==> src/rtl/imem_loader.sv <==
// Program loader: packs a big-endian host byte stream into 32-bit words, writes them to
// sequential instruction memory addresses, and holds the datapath in reset while loading.
module imem_loader #(
    parameter int ADDR_WIDTH = 6
) (
    input  logic                  clk,
    input  logic                  reset,
    input  logic                  start,
    input  logic [ADDR_WIDTH:0]   num_words,
    input  logic                  in_valid,
    input  logic [7:0]            in_data,
    output logic                  in_ready,
    output logic                  mem_wenable,
    output logic [ADDR_WIDTH-1:0] mem_waddr,
    output logic [31:0]           mem_wdata,
    output logic                  cpu_reset,
    output logic                  busy,
    output logic                  done,
    output logic [ADDR_WIDTH:0]   word_count
);

    typedef enum logic [1:0] {
        IDLE,
        RECV,
        WRITE,
        DONE
    } state_t;

    localparam logic [ADDR_WIDTH:0] MAX_WORDS = {1'b1, {ADDR_WIDTH{1'b0}}};

    state_t                state;
    state_t                next_state;
    logic [ADDR_WIDTH:0]   len;
    logic [ADDR_WIDTH:0]   clamped_len;
    logic [ADDR_WIDTH:0]   next_count;
    logic [ADDR_WIDTH-1:0] addr;
    logic [1:0]            byte_idx;
    logic [23:0]           pack;
    logic                  accept;

    assign clamped_len = (num_words > MAX_WORDS) ? MAX_WORDS : num_words;
    assign next_count  = word_count + (ADDR_WIDTH + 1)'(1);
    assign accept      = (state == RECV) && in_valid;

    always_ff @(posedge clk) begin
        if (!reset) begin
            state <= IDLE;
        end else begin
            state <= next_state;
        end
    end

    always_comb begin
        next_state  = state;
        in_ready    = 1'b0;
        mem_wenable = 1'b0;
        busy        = 1'b0;
        done        = 1'b0;
        cpu_reset   = 1'b0;
        case (state)
            IDLE: begin
                if (start) begin
                    next_state = (clamped_len == '0) ? DONE : RECV;
                end
            end
            RECV: begin
                in_ready  = 1'b1;
                busy      = 1'b1;
                cpu_reset = 1'b1;
                if (accept && byte_idx == 2'd3) begin
                    next_state = WRITE;
                end
            end
            WRITE: begin
                mem_wenable = 1'b1;
                busy        = 1'b1;
                cpu_reset   = 1'b1;
                next_state  = (next_count == len) ? DONE : RECV;
            end
            DONE: begin
                done       = 1'b1;
                busy       = 1'b1;
                cpu_reset  = 1'b1;
                next_state = IDLE;
            end
            default: next_state = IDLE;
        endcase
    end

    // The write port registers are loaded with the 4th byte so they are stable for the whole WRITE cycle.
    always_ff @(posedge clk) begin
        if (!reset) begin
            len        <= '0;
            addr       <= '0;
            byte_idx   <= '0;
            pack       <= '0;
            word_count <= '0;
            mem_waddr  <= '0;
            mem_wdata  <= '0;
        end else begin
            case (state)
                IDLE: begin
                    if (start) begin
                        len        <= clamped_len;
                        addr       <= '0;
                        byte_idx   <= '0;
                        word_count <= '0;
                    end
                end
                RECV: begin
                    if (accept) begin
                        byte_idx <= byte_idx + 2'd1;
                        case (byte_idx)
                            2'd0: pack[23:16] <= in_data;
                            2'd1: pack[15:8]  <= in_data;
                            2'd2: pack[7:0]   <= in_data;
                            default: begin
                                mem_wdata <= {pack, in_data};
                                mem_waddr <= addr;
                            end
                        endcase
                    end
                end
                WRITE: begin
                    word_count <= next_count;
                    addr       <= addr + ADDR_WIDTH'(1);
                end
                default: ;
            endcase
        end
    end

endmodule

==> config.mk <==
export PLATFORM = sky130hd
export DESIGN_NAME = imem_loader
export DESIGN_NICKNAME = d
export VERILOG_FILES = /design/src/rtl/imem_loader.sv
export SDC_FILE = /design/constraint.sdc
export NUM_CORES = 1
export LEC_CHECK = 0
export CORE_MARGIN = 1.5
export CORE_UTILIZATION = 52
export DETAILED_ROUTE_END_ITERATION = 16
export MAX_ROUTING_LAYER = met4
export PLACE_DENSITY_LB_ADDON = 0.12
export SETUP_SLACK_MARGIN = 0.05
export SLEW_MARGIN = 25
export SYNTH_ARGS = -nofsm -noshare
export SYNTH_HDL_FRONTEND = slang
export SYNTH_SLANG_ARGS = --single-unit
==> constraint.sdc <==
create_clock -name clk -period 1.8 [get_ports clk]
set_input_delay 0.36 -clock clk [delete_from_list [all_inputs] [get_ports clk]]
set_output_delay 0.36 -clock clk [all_outputs]
set_load 0.005 [all_outputs]
==> impl_metrics.ini, run 1 <==
[power_and_ir_drop]
p_sw_mw = 0.876
power_frac_clock_pct = 40.3
internal-power_mw = 2.88
seqPwrFrac_pct = 51.8
total_leakage_power_nw = 1.76
pwr-share-comb_pct = 7.9
power_density_nw_per_um2 = 768
power_mw = 3.75
switching_share_pct = 23.3
vdd.ir_drop.worst_uv = 382

[run]
drv_cap = 0

[placed_design]
dp_hpwl_um = 5780
post-place-ws_ns = -0.109
gp_congestion = 0.827
port_buffers = 68
dp.cells = 596

[logic_synthesis]
yosysTopAreaCellShare_pct = 46.1
synth_nets = 464
yosysTopAreaCell = dfxtp_1
synth-seq-cells = 86
synthTopCellsByArea = dfxtp_1 (46%), nand2_1 (15%), a21boi_1 (12%)
ys.flop_type = dfxtp_1
yosysSeqAreaShare_pct = 46.1
ys_types = 49
synthesis.area_um2 = 3730
syn_area_per_cell_um2 = 8.53
ys_async_sr_fraction_pct = 0
synth_cells = 438
synth_edf_count = 0
ys_warn_count = 0

[floorplan]
num_io_pins = 69
die_y_um = 87.8
die_w_um = 87.8
start_util_pct = 54.4
die-area_um2 = 7700
core-area_um2 = 6870
row_count = 30

[critical_path]
worst_setup_path_start_kind = register
path_max_fanout = 5
rrSetupSlack_ns = 0.17
worstSetupEndpointType = output port
arrival_ns = 1.35
cp.required_ns = 1.44
path_class = register to output port

[sta]
fin_crit_ns = 1.71
setup_tns_ns = 0
finalHoldViolations = 0
setup_ws_ns = 0.0945
finalMaxSlewViolations = 0
rsz0062_at_grt = false
fmax_mhz = 586
skew_ns = 0.0148
worst_pin_slew_ns = 0.361
setup_viol = 0
relSlewSlack_pct = 75.6
post-route-period-util_pct = 94.7
holdWs_ns = 0.351

[finish]
drive_above_1_share_pct = 12.7
final_net_count = 542
layoutNonFillerInstCount = 617
fillers = 590
diodes = 0
areaGrowthSynthToFinish_pct = 30.9

[route]
via_count = 3148
detail-route-antenna-nets = 0
initialDrtViolationCount = 82
wl_per_cell_um = 13.0
drc = 0
finalWirelength_um = 8040
viasPerCell = 5.10
first_pass_iters = 4

[cts]
numCtsBuffers = 9
worstSkewPairLatency_ns = 0.36
clock-sinks = 86
clkTransAtPathRegs_ns = 0.08
cts_tree = yes
root_buffer = clkbuf_8
htree_num_levels = 3
clockBufferDepth = 2

[grt]
met2_usage_pct = 39.1
grt_overflow = 0
use_met3_pct = 3.96
grt_usage_pct = 23.5
grt_max_degree = 42
grt_pass1_vias = 3032
top_usage_layer = met2
antenna_found_initial = 0
grt_use_met1_pct = 28.7
grt_pass1_wl_um = 13800

[outcome]
status = complete, no violations

[worst_hold_path]
worstHoldPathType = input port to register
-- critical path, stage by stage (launching register included) --
cell	delay, ns
dfxtp_4	0.38
buf_4	0.12
clkdlybuf4s50_1	0.49
-- power by group through the flow --
| stage | registers [mW] | clock network (mW) | logic, mW |
|---|---|---|---|
| final | 1.95 | 1.51 | 0.296 |
| after global routing | 1.95 | 1.64 | 0.324 |
| after CTS | 1.95 | 1.55 | 0.288 |
| after detailed placement | 1.99 | 0 | 0.284 |
| after global placement | 1.99 | 0 | 0.278 |
| after floorplan | 1.98 | 0 | 0.159 |
-- Yosys cell counts (2+ instances only) --
master / n
nand2_1: 145
dfxtp_1: 86
a21boi_1: 60
clkbuf_1: 16
a21boi_0: 14
nor2b_1: 10
and2_1: 8
buf_4: 7
ha_1: 7
nand3b_1: 7
o21ai_0: 7
buf_2: 6
inv_1: 5
a22oi_1: 4
nor2_1: 4
nor3_1: 4
nor4_1: 4
xnor2_1: 4
a21oi_1: 3
o21a_1: 3
mux2_2: 2
mux2i_1: 2
nand3_1: 2
nand4_1: 2
xor2_1: 2
-- stage by stage --
step,area (um2),util [%]
after floorplan,3730,-
after global placement,4590,66.8
after detailed placement,4590,66.8
after CTS,4850,70.6
after global routing,4890,71.1
final,4890,71.1
-- timing repair --
| item | in CTS | in global routing |
|---|---|---|
| endpoints found under the setup margin | 8 | 34 |
| hold buffers | 0 | 0 |
| cloned | 0 | 0 |
| setup buffers | 3 | 2 |
| resized for setup | 12 | 11 |
-- cell families after synthesis --
logic type | share of synthesized area, %
and+or+nand+nor | 24.0
AOI/OAI and AO/OA | 19.8
DFF | 46.1
buffers and inverters | 4.42
adders and majority gates | 2.61
xor gates and xnor gates | 2.01
muxes | 1.14
-- final cells by class --
type / instances / area, um2 / area share (%)
Clock buffer: 9 / 124 / 2.53
Multi-Input combinational cell: 317 / 1860 / 38.1
Timing Repair Buffer: 97 / 922 / 18.9
Clock inverter: 7 / 101 / 2.07
Inverter: 5 / 18.8 / 0.384
Tap cell: 96 / 120 / 2.46
Sequential cell: 86 / 1740 / 35.6
-- routing by layer --
layer  up-vias  wire length [um]
li1       1610                 -
met1      1477              3680
met2        51              4030
met3        10               225
met4         0               109
met5         -                 0
-- flip-flops by register name (all words and copies together) (netlist names) --
register    cells
mem_wdata      32
pack           24
len             7
word_count      7
addr            6
mem_waddr       6
byte_idx        2
state           2
-- cell usage in the layout (no fill, tap or decap), types with 4 or more instances in the layout --
master             n
nor2b_1            8
clkdlybuf4s50_1   61
and2_1             5
dfxtp_1           79
a21boi_1          60
nor4_1             4
nor2_1             4
a21boi_0          14
a22oi_1            4
nand2_1          145
and2_2             4
xnor2_1            4
ha_1               7
inv_1              5
buf_4             27
o21ai_0            7
dfxtp_2            4
nor3_1             4
clkbuf_8           9
nand3b_1           7
-- final timing paths --
check,startpoint,to,depth (start not counted)
worst max-delay path,word_count[3],word_count[3],2
worst min-delay path,reset,len[6],2
worst max register to register,word_count[0],state[1],5
worst min register to register,mem_wdata[30],mem_wdata[30],2
Note: power is estimated with default switching activity, not from simulation.
==> inputs of run 2 (changes only) <==
- CAP_MARGIN: default -> 10
==> results of run 2 <==
No change in the layout: final DEF, timing and power equal those of run 1.
